==> src/rtl/wide_inv_pattern_gen.sv <==
// Stimulus source for the wide_inv datapath: corner-case words, each held HOLD_CYCLES ready cycles.
// Optional LFSR tail words are enabled with `define WIDE_INV_PATGEN_LFSR_EN.
module wide_inv_pattern_gen #(
    parameter int unsigned HOLD_CYCLES = 1,
    parameter int unsigned NUM_LFSR    = 16,
    parameter logic [31:0] LFSR_SEED   = 32'h0000_0001
) (
    input  logic        clock,
    input  logic        rst,
    input  logic        rdy,
    output logic [31:0] data_out,
    output logic        valid,
    output logic [7:0]  pat_idx,
    output logic        done
);

    if (HOLD_CYCLES < 1 || HOLD_CYCLES > 255 || NUM_LFSR > 200) begin : g_param_check
        $error("wide_inv_pattern_gen: parameter out of range");
    end

    typedef enum logic [1:0] {
        WAIT_RDY,
        RUN,
        DONE
    } state_t;

    localparam logic [7:0] HOLD_LAST = 8'(HOLD_CYCLES - 1);

`ifdef WIDE_INV_PATGEN_LFSR_EN
    localparam logic [7:0]  LAST_IDX  = 8'(10 + NUM_LFSR);
    localparam logic [31:0] SEED      = (LFSR_SEED == 32'h0) ? 32'h0000_0001 : LFSR_SEED;
    localparam logic [31:0] LFSR_MASK = 32'h8020_0003;

    function automatic logic [31:0] lfsr_step(input logic [31:0] s);
        return s[0] ? ((s >> 1) ^ LFSR_MASK) : (s >> 1);
    endfunction
`else
    localparam logic [7:0]  LAST_IDX  = 8'd10;
`endif

    function automatic logic [31:0] fixed_word(input logic [7:0] idx);
        logic [31:0] w;
        case (idx)
            8'd0:    w = 32'h0000_0000;
            8'd1:    w = 32'hffff_ffff;
            8'd2:    w = 32'hffff_0000;
            8'd3:    w = 32'h0000_ffff;
            8'd4:    w = 32'h5555_5555;
            8'd5:    w = 32'haaaa_aaaa;
            8'd6:    w = 32'h1111_1111;
            8'd7:    w = 32'h2222_2222;
            8'd8:    w = 32'h4444_4444;
            8'd9:    w = 32'h8888_8888;
            default: w = 32'h0000_0000;
        endcase
        return w;
    endfunction

    state_t      state_q, state_n;
    logic [7:0]  cnt_q, cnt_n;
    logic [7:0]  idx_q, idx_n;
    logic [31:0] data_q, data_n;
    logic        valid_q, valid_n;
    logic        done_q, done_n;
    logic [7:0]  idx_inc;
`ifdef WIDE_INV_PATGEN_LFSR_EN
    logic [31:0] lfsr_q, lfsr_n;
`endif

    assign idx_inc = idx_q + 8'd1;

    always_comb begin
        state_n = state_q;
        cnt_n   = cnt_q;
        idx_n   = idx_q;
        data_n  = data_q;
        valid_n = 1'b0;
        done_n  = done_q;
`ifdef WIDE_INV_PATGEN_LFSR_EN
        lfsr_n  = lfsr_q;
`endif
        case (state_q)
            WAIT_RDY: begin
                cnt_n  = '0;
                idx_n  = '0;
                data_n = '0;
                done_n = 1'b0;
                if (rdy) begin
                    state_n = RUN;
                    data_n  = fixed_word(8'd0);
                    valid_n = 1'b1;
                end
            end
            RUN: begin
                // rdy=0 leaves counter, index and word frozen; only valid drops
                if (rdy) begin
                    valid_n = 1'b1;
                    if (cnt_q == HOLD_LAST) begin
                        cnt_n = '0;
`ifdef WIDE_INV_PATGEN_LFSR_EN
                        if (idx_q > 8'd10) lfsr_n = lfsr_step(lfsr_q);
`endif
                        if (idx_q == LAST_IDX) begin
                            state_n = DONE;
                            data_n  = '0;
                            valid_n = 1'b0;
                            done_n  = 1'b1;
                        end else begin
                            idx_n = idx_inc;
`ifdef WIDE_INV_PATGEN_LFSR_EN
                            // first tail word is the current state (seed), later ones the stepped state
                            if (idx_inc == 8'd11)     data_n = lfsr_q;
                            else if (idx_inc > 8'd11) data_n = lfsr_step(lfsr_q);
                            else                      data_n = fixed_word(idx_inc);
`else
                            data_n = fixed_word(idx_inc);
`endif
                        end
                    end else begin
                        cnt_n = cnt_q + 8'd1;
                    end
                end
            end
            DONE: begin
                data_n = '0;
                done_n = 1'b1;
            end
            default: begin
                state_n = WAIT_RDY;
            end
        endcase
    end

    always_ff @(posedge clock) begin
        if (rst) begin
            state_q <= WAIT_RDY;
            cnt_q   <= '0;
            idx_q   <= '0;
            data_q  <= '0;
            valid_q <= 1'b0;
            done_q  <= 1'b0;
`ifdef WIDE_INV_PATGEN_LFSR_EN
            lfsr_q  <= SEED;
`endif
        end else begin
            state_q <= state_n;
            cnt_q   <= cnt_n;
            idx_q   <= idx_n;
            data_q  <= data_n;
            valid_q <= valid_n;
            done_q  <= done_n;
`ifdef WIDE_INV_PATGEN_LFSR_EN
            lfsr_q  <= lfsr_n;
`endif
        end
    end

    assign data_out = data_q;
    assign valid    = valid_q;
    assign pat_idx  = idx_q;
    assign done     = done_q;

endmodule

==> config.mk <==
export PLATFORM = sky130hd
export DESIGN_NAME = wide_inv_pattern_gen
export DESIGN_NICKNAME = d
export VERILOG_FILES = /design/src/rtl/wide_inv_pattern_gen.sv
export SDC_FILE = /design/constraint.sdc
export NUM_CORES = 1
export LEC_CHECK = 0
export CAP_MARGIN = 40
export CELL_PAD_IN_SITES_DETAIL_PLACEMENT = 1
export CELL_PAD_IN_SITES_GLOBAL_PLACEMENT = 1
export CORE_ASPECT_RATIO = 1.75
export CORE_UTILIZATION = 40
export CTS_BUF_LIST = sky130_fd_sc_hd__clkbuf_8
export DETAILED_ROUTE_END_ITERATION = 12
export PLACE_DENSITY = 0.85
export SLEW_MARGIN = 5
export SYNTH_ARGS = -nofsm -noshare
export SYNTH_HDL_FRONTEND = slang
export SYNTH_SLANG_ARGS = --single-unit
==> constraint.sdc <==
create_clock -name clock -period 4.4 [get_ports clock]
set_input_delay 0.88 -clock clock [delete_from_list [all_inputs] [get_ports clock]]
set_output_delay 0.88 -clock clock [all_outputs]
set_load 0.03 [all_outputs]
# Yosys cells after proc, flatten, opt, wreduce, memory -nomap -nowiden
# Memory sizes are Yosys's and may differ from the RTL's.
# Index checks and enable logic that the tools add are counted.
# totals
reg_bits	52
mem_bits_ro	512
inputBits	3
out_inout_bits	42
wordCells	56
mem_count	1
# mem_list
name	words	word_bits	rd	rd_ports_with_merged_regs	write_ports	line_no	source
(name not given)	16	32	1	0	0	43	case (idx)
# classes
addsub	2
eq_ne	8
mux	26
bitwise	1
reduce_logical	12
# op_table
operator	count
two-way mux 32 bit	4
one-hot mux 32 bit (2 select lines)	1
two-way mux 8 bit	5
one-hot mux 8 bit (2 select lines)	2
adder 8 x 1 -> 8 bit (second input constant)	2
!= test 2 bit (second input constant)	5
== test 8 x 4 -> 1 bit (second input constant)	1
logical NOT 8 bit	1
two-way mux 2 bit	4
AND reduction 4 bit	2
two-way mux 1 bit	7
one-hot mux 2 bit (3 select lines)	1
AND reduction 5 bit	1
logical NOT 4 bit	1
nonzero test 2 bit	2
one-hot mux 1 bit (3 select lines)	1
AND reduction 3 bit	1
nonzero test 3 bit	1
== test 2 x 1 -> 1 bit (second input constant)	1
== test 2 bit (second input constant)	1
logical NOT 2 bit	1
one-hot mux 1 bit (2 select lines)	1
AND reduction 2 bit	1
OR reduction 2 bit	1
NOT 1 bit	1

# Longest topological paths before layout
# logic_depth
ltp_word	7
depth_mapped	9
ltp_nobuf	7

# Worst setup path after synthesis
# Ideal clock, no wire load.
# synth_path
kind	flip-flop to flip-flop
startpoint	register idx_q[0], in the netlist pat_idx[0]
endpoint	register idx_q[7], in the netlist pat_idx[7]
setup_ns	0.074
arrival_time_ns	2.071
required_ns	4.326
setup_slack_ns	2.255
path_stages_with_launch	9
n_path_buf	1
period_less_slack_ns	2.145
cell_sequence	dfxtp_1 -> clkbuf_1 -> inv_1 -> ha_1 -> nand4bb_1 -> o31ai_4 -> nor3_2 -> or3b_1 -> a31oi_1
# synth_via
elab_chain_len	5
word_cells_on_any_way	8
classes_between	add/sub (1); eq/ne (2); mux (4); reduce/logical (1)
# synth_rtl
item	line_no	source
from (decl)	61	logic [7:0] idx_q, idx_n;
from (signal assigned)	148	idx_q <= idx_n;
adder 8 x 1 -> 8 bit	70	assign idx_inc = idx_q + 8'd1;
two-way mux 8 bit	103	if (idx_q == LAST_IDX) begin
two-way mux 8 bit	98	if (cnt_q == HOLD_LAST) begin
two-way mux 8 bit	96	if (rdy) begin
one-hot mux 8 bit (2 select lines)	82	case (state_q)
# Several ways; a longest one is shown, not always the timed one. The select of a mux whose other input is x is not followed.
# A chain may end at the register's enable or synchronous reset.

# Final worst setup path
# layout_path
startpoint	input port rdy
endpoint	register idx_q[7], in the netlist pat_idx[7]
# layout_via
elab_chain_len	2
# layout_rtl
item	line_no	source
from (decl)	10	input logic rdy,
!= test 2 bit (no source line)	n/a	
AND reduction 4 bit (no source line)	n/a	
# Every way passes these cells.

==> flow_summary.ini <==
[grt]
grt_antenna_before_repair = 0
grt_pass1_wl_um = 7160
gr-usage-all-layers_pct = 19.3
grt_overflow = 0
grt_max_degree = 18
grt_pass1_vias = 1548

[placement]
preCtsSetupSlack_ns = 1.40
dp_hpwl_um = 3470
port-buffer-count = 44
dpl_cell_area_mm2 = 0.00216
dp_cells = 290
routabilityCongestion = 0.817

[cts]
cts_resized = 0
cts_buffers = 3
cts_root_buf = clkbuf_8
clock-sinks = 28
cts_hold_buffers = 0
cts_setup_buffers = 0
ctsLongestPathBuffers = 2
cts_max_level = 1
worstSkewPairLatency_ns = 0.27
clk_transition_reported_paths_ns = 0.09
cts_tree = built

[timing]
setup_viol = 0
grt_setup_unrepaired = false
post-route-min-period_ns = 2.77
relSlewSlack_pct = 52.9
worstMarginPinSlew_ns = 0.703
hold_viol_final = 0
setup_ws_ns = 1.63
fmax_mhz = 361
min_period_over_period_pct = 63.0
maxSlewViolCount = 0
tns_ns = 0
clock-skew-final_ns = 0.00251

[outcome]
status = finished clean

[setup_path]
cp_data_required_time_ns = 4.60
ff2ff_path_depth = 7
r2r_slack_ns = 1.82
crit_arrival_ns = 2.97
worst-setup-path-type = in2reg
cp-end-kind = flip-flop
regToRegStartpoint = pat_idx[0]
cp_cell_sequence = clkdlybuf4s50_1 -> mux2i_1 -> nor3_2 -> or3b_1 -> a31oi_1
crit_fanout = 12
critPathLaunchType = primary input
max_stage_delay_ns = 0.65
rr_endpoint = pat_idx[7]
path_buf_inv = 1
slowest_stage = nor3_2
critPathTopFamily = simple AND/OR/NAND/NOR gates

[hold_path]
min_from = data_out[14]
holdPathEnd = data_out[14]
hold_depth = 2
min_path_type = reg2reg

[floorplanning]
initial_core_util_pct = 42.2
die_x_um = 54.0
die_y_um = 93.0
fp-row-count = 32
num_io_pins = 45
core_area_mm2 = 0.00448
die-area_mm2 = 0.00502

[finish]
diodes = 0
final_common_cell = clkdlybuf4s50_1
nNetsFinal = 257
fin_area_mm2 = 0.00220
syn_to_final_growth_pct = 16.3
num-fill-cells = 549
drive_gt1_share_pct = 4.96
final_core_util_pct = 49.1
layout_common_cells = clkdlybuf4s50_1, dfxtp_1, nand2_1, nor2_1, a21oi_1
finalNonFillerCells = 293

[power_and_ir_drop]
irDropWorstVdd_mv = 0.241
leakagePower_nw = 0.797
power_density_mw_per_mm2 = 410

[detailed_routing]
viasPerCell = 5.48
postRouteAntennaNets = 0
first_pass_iters = 4
drt_iter0_markers = 23
drt_wl_total_um = 4440
vias = 1607
wire_per_inst_um = 15.2
drc_errors = 0

[synth]
synth_top_area_cell = dfxtp_1
synth_edf_count = 0
async_flop_share_pct = 0
avgSynthCellArea_um2 = 8.15
yosysWarningCount = 0
synth-seq-cells = 28
synth_area_mm2 = 0.00189
synth.area.top_cells = dfxtp_1, buf_4, ha_1, nand2_1, nor2_1
ys_seq_area_share_pct = 29.6
synthesis.nets = 245
synthCells = 232
synth_flop_cell = dfxtp_1
yosys.area.top_type_share_pct = 29.6
ys_types = 46

[flow_run]
max_cap_violations = 0
-- state kept, by name (all words and copies together) (netlist names) --
| signal | cells |
|---|---|
| pat_idx | 8 |
| done | 1 |
| valid | 1 |
| cnt_q | 8 |
| state_q | 2 |
| data_out | 8 |
-- Yosys cell counts, types with 3 or more instances --
master / number
buf_4: 25
xor2_1: 5
o21a_1: 3
o21ai_1: 6
inv_1: 11
a311oi_1: 3
mux2i_1: 6
nand4_1: 6
dfxtp_1: 28
nor3_1: 5
xnor2_1: 7
ha_1: 10
buf_2: 3
a211oi_1: 3
nor2_1: 18
and3_1: 3
a21oi_1: 12
nand3_1: 6
o21ai_0: 8
clkbuf_1: 9
nand2_1: 22
nor3_2: 3
-- layout make-up --
type | instances | area, µm² | area share, %
inverters | 11 | 41.3 | 1.88
repair buffers | 44 | 440 | 20.0
clock buffers | 3 | 41.3 | 1.88
multi-input cells | 156 | 1050 | 47.9
well taps | 51 | 63.8 | 2.90
flip-flops and latches | 28 | 561 | 25.5
-- per-stage QoR --
step / power, W / hold WS (ns)
2_1_floorplan: 0.000662 / 0.474
3_3_place_gp: 0.000756 / 0.468
3_5_place_dp: 0.000770 / 0.487
6_report: 0.000903 / 0.495
4_1_cts: 0.000912 / 0.500
5_1_grt: 0.000959 / 0.530
-- report_power, final --
group,switching [W],internal (W)
Sequential,0.0000369,0.000278
Clock,0.0000793,0.0000616
Combinational,0.000273,0.000175
-- cells by family (layout without fill, tap and decap cells) --
kind of cell	Yosys count	in the layout	synth area share (%)
adders and majority gates	10	10	6.61
DFF	28	28	29.6
buffers and inverters	48	58	14.7
AOI/OAI and AO/OA	47	47	16.4
and+or+nand+nor	80	80	23.3
xor gates and xnor gates	12	12	5.56
muxes	7	7	3.77
-- tightest hold or removal path: cells and delay by family (launching register included) --
family	cells	cell delay [ns]
DFF	1	0.35
and+or+nand+nor	1	0.06
AOI/OAI and AO/OA	1	0.05
-- metal layers --
layer | track usage, % | share of wire, % | vias to the layer above
met5 | 0 | 0 | -
met3 | 1.63 | 2.1 | 8
met1 | 18.6 | 38 | 771
li1 | - | - | 791
met2 | 37.2 | 57 | 37
met4 | 10.0 | 3.0 | 0
-- how the worst max path moves through the flow --
stage | cells after the start | slack (ns) | to | start
after floorplan | 8 | 2.26 | pat_idx[7] | pat_idx[0]
after global placement | 5 | 1.51 | pat_idx[7] | rdy
after detailed placement | 5 | 1.40 | pat_idx[7] | rdy
after CTS | 5 | 1.69 | pat_idx[7] | rdy
after global routing | 5 | 1.51 | pat_idx[7] | rdy
final | 5 | 1.63 | pat_idx[7] | rdy
Note: power is estimated with default switching activity, not from simulation.
